File: src/rtl/serial_in_rx_pkg.sv
// Shared definitions for the serial link receiver: FSM state encoding and frame bit levels.
package serial_in_rx_pkg;

  typedef enum logic [2:0] {
    IDLE      = 3'd0,
    START     = 3'd1,
    DATA      = 3'd2,
    STOP      = 3'd3,
    WAIT_IDLE = 3'd4
  } rx_state_t;

  localparam logic START_BIT = 1'b0;
  localparam logic STOP_BIT  = 1'b1;

endpackage

File: src/rtl/serial_sync.sv
// Two-flop synchronizer for an asynchronous input; both flops reset to 1 (idle line level).
module serial_sync (
  input  logic clk,
  input  logic r,
  input  logic d,
  output logic q
);

  logic meta;

  always_ff @(posedge clk) begin
    if (r) begin
      meta <= 1'b1;
      q    <= 1'b1;
    end else begin
      meta <= d;
      q    <= meta;
    end
  end

endmodule

File: src/rtl/serial_in_rx.sv
// Serial-to-parallel receiver: start bit, WIDTH data bits LSB first, stop bit, sampled mid-bit.
module serial_in_rx
  import serial_in_rx_pkg::*;
#(
  parameter int unsigned WIDTH        = 8,
  parameter int unsigned CLKS_PER_BIT = 16
) (
  input  logic             clk,
  input  logic             r,
  input  logic             din,
  output logic [WIDTH-1:0] data_out,
  output logic             valid,
  output logic             frame_err,
  output logic             busy
);

  localparam int unsigned HALF = CLKS_PER_BIT / 2;
  localparam int unsigned CW   = $clog2(CLKS_PER_BIT);
  localparam int unsigned IW   = $clog2(WIDTH) + 1;

  rx_state_t        state;
  logic [CW-1:0]    cnt;
  logic [IW-1:0]    idx;
  logic [WIDTH-1:0] shreg;
  logic             din_s;

  serial_sync u_sync (
    .clk (clk),
    .r   (r),
    .d   (din),
    .q   (din_s)
  );

  // Frame FSM; valid/frame_err default low so each is a single-cycle strobe.
  always_ff @(posedge clk) begin
    if (r) begin
      state     <= IDLE;
      cnt       <= '0;
      idx       <= '0;
      shreg     <= '0;
      data_out  <= '0;
      valid     <= 1'b0;
      frame_err <= 1'b0;
      busy      <= 1'b0;
    end else begin
      valid     <= 1'b0;
      frame_err <= 1'b0;
      case (state)
        IDLE: begin
          if (din_s == START_BIT) begin
            cnt   <= CW'(HALF - 1);
            state <= START;
            busy  <= 1'b1;
          end
        end
        START: begin
          if (cnt == '0) begin
            if (din_s == START_BIT) begin
              cnt   <= CW'(CLKS_PER_BIT - 1);
              idx   <= '0;
              state <= DATA;
            end else begin
              // Start bit did not survive to mid-bit: treat as a glitch.
              state <= IDLE;
              busy  <= 1'b0;
            end
          end else begin
            cnt <= cnt - 1'b1;
          end
        end
        DATA: begin
          if (cnt == '0) begin
            shreg <= WIDTH'({din_s, shreg} >> 1);
            cnt   <= CW'(CLKS_PER_BIT - 1);
            if (idx == IW'(WIDTH - 1)) begin
              state <= STOP;
            end else begin
              idx <= idx + 1'b1;
            end
          end else begin
            cnt <= cnt - 1'b1;
          end
        end
        STOP: begin
          if (cnt == '0) begin
            if (din_s == STOP_BIT) begin
              data_out <= shreg;
              valid    <= 1'b1;
              state    <= IDLE;
              busy     <= 1'b0;
            end else begin
              frame_err <= 1'b1;
              state     <= WAIT_IDLE;
            end
          end else begin
            cnt <= cnt - 1'b1;
          end
        end
        WAIT_IDLE: begin
          // Hold off until the line is released so a break cannot look like a new start.
          if (din_s == STOP_BIT) begin
            state <= IDLE;
            busy  <= 1'b0;
          end
        end
        default: begin
          state <= IDLE;
          busy  <= 1'b0;
        end
      endcase
    end
  end

endmodule

File: config.mk
export PLATFORM = sky130hd
export DESIGN_NAME = serial_in_rx
export DESIGN_NICKNAME = d
export VERILOG_FILES = /design/src/rtl/serial_in_rx_pkg.sv /design/src/rtl/serial_sync.sv /design/src/rtl/serial_in_rx.sv
export SDC_FILE = /design/constraint.sdc
export NUM_CORES = 1
export LEC_CHECK = 0
export ABC_AREA = 1
export CAP_MARGIN = 15
export CORE_MARGIN = 5
export CORE_UTILIZATION = 50
export DETAILED_ROUTE_END_ITERATION = 10
export GPL_TIMING_DRIVEN = 1
export PLACE_DENSITY = 0.74
export SLEW_MARGIN = 20
export SYNTH_ARGS = -nofsm -noshare
export SYNTH_HDL_FRONTEND = slang
export SYNTH_SLANG_ARGS = --single-unit
File: constraint.sdc
create_clock -name clk -period 1.43 [get_ports clk]
set_clock_uncertainty 0.15 [all_clocks]
set_input_delay 0.2145 -clock clk [delete_from_list [all_inputs] [get_ports clk]]
set_output_delay 0.2145 -clock clk [all_outputs]
set_load 0.01 [all_outputs]
======== Word level (Yosys, flattened, before mapping) ========
Index checks and enable logic that the tools add are counted.
word-level totals
  register bits after elaboration ......... 32
  input bits .............................. 3
  output and inout port bits .............. 11
  logic and storage cells ................. 69
operators by class
  add/sub/neg operators ................... 2
  eq/ne operators ......................... 16
  muxes and demuxes ....................... 26
  bitwise gates (word level) .............. 3
  reduce and logical (&&, ||, !) cells .... 12
operators with widths
  kind                 number
  $mux 4               9
  $mux 3               7
  $ne 2x2->1 const B   8
  $pmux 4 s4           1
  $pmux 3 s5           1
  $pmux 4 s2           1
  $eq 3x2->1 const B   2
  $reduce_and 3->1     2
  $reduce_and 6->1     1
  $mux 1               5
  $reduce_and 5->1     1
  $add 4x1->4 const B  1
  $eq 4x3->1 const B   1
  $logic_not 4->1      1
  $ne 2x1->1 const B   2
  $pmux 1 s4           1
  $reduce_and 4->1     1
  $reduce_bool 4->1    1
  $sub 4x1->4 const B  1
  $eq 3x1->1 const B   1
  $eq 3x3->1 const B   1
  $logic_not 3->1      1
  $ne 3x3->1 const B   1
  $not 1->1            3
  other kinds (5)      5

======== Depth between registers and ports, before layout ========
  depth in word-level cells ............... 4
  mapped depth ............................ 9
  depth with buffers taken out ............ 9

======== By module ========
Synthesis repeated with hierarchy kept, for this count alone.
second synthesis, totals
  cell total of the unflattened synthesis .. 208
  area total of the unflattened synthesis .. 1549.0 um^2
by module, submodules not included
  module        instances  cells an instance  area each (um^2)  sequential area each (um^2)
  serial_in_rx  1          201                1490.2            600.6
  serial_sync   1          7                  58.8              40.0

======== Least setup slack after synthesis ========
OpenSTA, ideal clock, no wires.
  kind .................................... reg2reg
  start point ............................. reg cnt[0]
  end point ............................... reg idx[0]
  library setup time ...................... 0.113 ns
  arrival ................................. 1.200 ns
  data required time ...................... 1.167 ns
  slack ................................... -0.033 ns
  cell stages (with the launch flop) ...... 10
  path buffers ............................ 0
  period minus slack after synthesis ...... 1.463 ns
  cells stage by stage .................... dfxtp_1 > inv_1 > ha_1 > nand2_1 > nor2_1 > nand2_1 > nand2_1 > nand3_1 > o21ai_1 > inv_1
on the way
  longest elaborated chain between the ends .. 3
  elaborated cells between the ends (all ways) .. 4
  those cells by class .................... eq/ne (2); reduce/logical (2)
ends and longest elaborated chain
  element                                line                                    source
  from (decl)                            serial_in_rx.sv:22                      logic [CW-1:0] cnt;
  from (signal assigned)                 serial_in_rx.sv:51                      cnt <= CW'(HALF - 1);
  from (signal assigned)                 serial_in_rx.sv:59                      cnt <= CW'(CLKS_PER_BIT - 1);
  from (signal assigned)                 serial_in_rx.sv:68                      cnt <= cnt - 1'b1;
  $logic_not 4->1 (*)                    serial_in_rx.sv:57, serial_in_rx.sv:72
  $ne 2x2->1 (no source line)            -
  $reduce_and 5->1 (no source line) (*)  -
  to (signal assigned)                   serial_in_rx.sv:78                      idx <= idx + 1'b1;
  to (decl)                              serial_in_rx.sv:23                      logic [IW-1:0] idx;
Mark *: on every way between the ends. The rest lies on a longest branch, timed or not.
A chain may end at the register's enable or synchronous reset.

======== Worst setup path in the final report ========
  start point ............................. reg cnt[0]
  end point ............................... reg busy
on the way
  longest elaborated chain between the ends .. 3
ends and longest elaborated chain
  element                            line                                    source
  $logic_not 4->1                    serial_in_rx.sv:57, serial_in_rx.sv:85
  $ne 2x1->1 (no source line)        -
  $reduce_and 3->1 (no source line)  -
  to (signal assigned)               serial_in_rx.sv:53                      busy <= 1'b1;
  to (signal assigned)               serial_in_rx.sv:65                      busy <= 1'b0;
  to (signal assigned)               serial_in_rx.sv:90                      busy <= 1'b0;
  to (decl)                          serial_in_rx.sv:14                      output logic busy
No other way between the ends.

==> results.tsv <==
metric	value	unit
Post-Syn Area	0.00147	sq mm
routed wire length	3540	um
multiplexer share of the synthesized area	0	
clock power share	0.192	
Slew headroom	0.636	
Top delay family on crit path	simple AND/OR/NAND/NOR gates	
clk root buf	clkbuf_4	
antenna violations before repair	0	
Ant. Diodes	0	
Worst Hold Path EP	u_sync.q	
crit-path max FO	6	
Worst-Margin Slew	545	ps
Syn Area/Cell	7.05	sq um
Core Area	0.00278	sq mm
Switching Share	0.384	
post-DP HPWL	2350	um
main combinational cell family by area after synthesis	simple AND/OR/NAND/NOR gates	
min-delay src	u_sync.meta	
Clock Tree Buf Depth	2	
R2R Setup Slk	-60	ps
Starting Density	0.530	
worst reg2reg path depth	9	
CP max-delay cell	dfxtp_2	
Comb power frac	0.431	
internal power	1.74	mW
register area share after synthesis	0.435	
top cell type's share of synthesized area	0.435	
design area	0.00196	sq mm
GR Layer Usage met1	0.200	
Synth Area in XOR/XNOR	0.0178	
largest net degree at the start of global routing	22	
Critical Setup Path Class	register to register	
complex-gate fraction of the synthesized area	0.0968	
fin worst setup slack	-59.9	ps
layout cells sized above 1	0.318	
DR vias/cell	5.17	
Layout Nets	246	
Synth Area in Simple Gates	0.369	
reg2reg start	cnt[0]	
synth-to-layout area growth	33.2	%
total I/O pin count	14	
Worst-path clk slew	100	ps
RR Endpoint	busy	
worst hold path type	register to register	
clk sinks	32	
ANT nets after route	0	
vias in the first global route	1395	
Reg power frac	0.377	
Synth warnings	0	
P_leak	0.939	nW
Hold Fails Final Rpt	0	
FMAX	671	MHz
post-synthesis adder-cell area fraction	0.0170	
crit share post-route	1.04	
CTS tree	done	
gr usage total	0.176	
GR peak layer	met2	
hold buffer count at CTS	0	
Buf/Inv on CP	1	
Fin Setup TNS	-143	ps
gpl congestion	0.861	
CTS H-tree lvls	2	
Net Switching	1.08	mW
syn_nets	214	
RSZ-0062 raised after global routing	true	
dominant cell type by area after synthesis	dfxtp_1	
worst path required time	1520	ps
Slowest Stage Delay on Critical Path	340	ps
Hold Path Stages	1	
Crit path top cell by count	nand2_1	
total global routing overflow	0	
Distinct cells, synth	28	
DR iter-0 viols	106	
chip height	64.3	um
CP Launch Type	register	
die width	64.3	um
worst endpoint data arrival time	1580	ps
GRT met2 Usage	0.274	
Power Density	1440	mW/mm^2
full die area	0.00413	sq mm
Min Clock Period, post-route	1490	ps
Rows	19	
peak supply drop	1420	uV
max_cap viols	0	
crit end category	register	
cell count after synthesis	209	
violated checks	setup timing	
CP cell instances	inv_2, ha_4, nand2_4, nand2_1, nand3_1, nor2_2, nand2_1, nand2_1, nor2_1	
clock latency on the worst-skew pair	330	ps
first-pass GRT wire length	5760	um
drt first pass iters	4	
Synth area leaders	dfxtp_1 (43%), nor2_1 (13%), nand2_1 (8.9%), nand3_1 (5.8%), o21ai_0 (5.4%)	
Routed WL per cell	13.0	um
M3 GR Usage	0.0771	
total CTS buffers	5	
via count	1412	
Slew Limit Fails	0	
DRC Markers	0	
port buffer count	13	
#FFs+latches synth	32	
final setup vio count	8	
status	complete, but fails checks	
DP Area	0.00173	sq mm
## stage by stage
step                hold slack [ps]  setup WS [ps]  instances  total power, mW  utilization
global placement                248           -118        262             1.88        0.621
floorplan                       168          -24.9        209             1.66            -
detailed placement              261           -188        262             1.92        0.621
finish                          259          -59.9        273             2.82        0.706
global route                    277           -125        273             3.01        0.706
CTS                             271          -30.8        271             2.62        0.664
## final cells by class
type,instances,area (sq um)
clock buffers,8,58.8
repair buffers,31,259
multi-input cells,155,883
flip-flops and latches,32,658
well taps,31,38.8
fillers,240,818
inverters,16,65.1
## cells by family (layout without fill, tap and decap cells)
| group | count (synthesis) | after routing |
|---|---|---|
| compound gates | 28 | 28 |
| xor+xnor | 3 | 3 |
| fa+ha+maj | 2 | 2 |
| buf+inv | 22 | 55 |
| flops | 32 | 32 |
| simple gates | 122 | 122 |
## flip-flops by register name, indices dropped and copies added (netlist names)
| name | cells |
|---|---|
| data_out | 8 |
| shreg | 8 |
| cnt | 4 |
| idx | 4 |
| state | 3 |
| busy | 1 |
| frame_err | 1 |
| u_sync.meta | 1 |
| u_sync.q | 1 |
| valid | 1 |
## power by group through the flow
stage | sequential, mW | combinational (mW) | clock, mW
after floorplan | 1.03 | 0.625 | 0
after global placement | 1.05 | 0.836 | 0
after detailed placement | 1.05 | 0.869 | 0
after CTS | 1.05 | 1.02 | 0.555
after global routing | 1.07 | 1.33 | 0.605
final | 1.06 | 1.21 | 0.541
## worst max path at each step
| stage | start | end | slack (ps) | cells after the start |
|---|---|---|---|---|
| 2_1_floorplan | cnt[0] | cnt[3] | -20 | 8 |
| 3_3_place_gp | cnt[0] | cnt[1] | -120 | 9 |
| 3_5_place_dp | cnt[0] | cnt[1] | -190 | 9 |
| 4_1_cts | cnt[0] | state[2] | -30 | 9 |
| 5_1_grt | cnt[0] | state[0] | -120 | 8 |
| 6_report | cnt[0] | busy | -60 | 9 |
## cell usage in the layout (no fill, tap or decap), types with 2 or more instances in the layout
cell type | Yosys | final
nor2_1 | 51 | 46
o21ai_1 | 3 | 3
xor2_1 | 2 | 2
or2_2 | 2 | 2
nand3_2 | 1 | 4
nand2_2 | 1 | 6
a21oi_1 | 8 | 6
inv_1 | 11 | 9
nand2_4 | 1 | 4
nor2_4 | 1 | 9
clkbuf_1 | 3 | 2
nand2_1 | 35 | 27
dfxtp_1 | 32 | 22
dlygate4sd2_1 | 0 | 11
clkdlybuf4s50_1 | 0 | 2
buf_6 | 1 | 2
nand3_1 | 17 | 13
dfxtp_2 | 0 | 8
a21oi_2 | 0 | 2
o21ai_0 | 16 | 15
clkbuf_4 | 0 | 5
inv_2 | 5 | 5
dfxtp_4 | 0 | 2
buf_4 | 1 | 16
inv_4 | 0 | 2
nor2_2 | 8 | 5
## what timing repair did
action,CTS,global route
gates resized for setup,33,30
endpoints found under the setup margin,39,28
buffers inserted,1,2
cloned,0,0
pin swaps,11,10
## Yosys cell counts
| library cell | n |
|---|---|
| inv_1 | 11 |
| buf_6 | 1 |
| o211ai_1 | 1 |
| xor2_1 | 2 |
| nor3_2 | 1 |
| and2_1 | 1 |
| buf_4 | 1 |
| nand3_2 | 1 |
| ha_1 | 2 |
| nor2_4 | 1 |
| xnor2_1 | 1 |
| nor3_1 | 1 |
| a21oi_1 | 8 |
| clkbuf_1 | 3 |
| or2_2 | 2 |
| nor2_1 | 51 |
| buf_2 | 1 |
| nand2_1 | 35 |
| dfxtp_1 | 32 |
| nor2_2 | 8 |
| inv_2 | 5 |
| nand3b_1 | 1 |
| nand3_1 | 17 |
| o21ai_1 | 3 |
| nand2_2 | 1 |
| nand2_4 | 1 |
| nand4_1 | 1 |
| o21ai_0 | 16 |
## per-layer routing
layer	wire, um	share of wire
met2	1790	0.51
met3	145	0.041
met1	1560	0.44
met4	37	0.010
met5	0	0
Note: power is estimated with default switching activity, not from simulation.
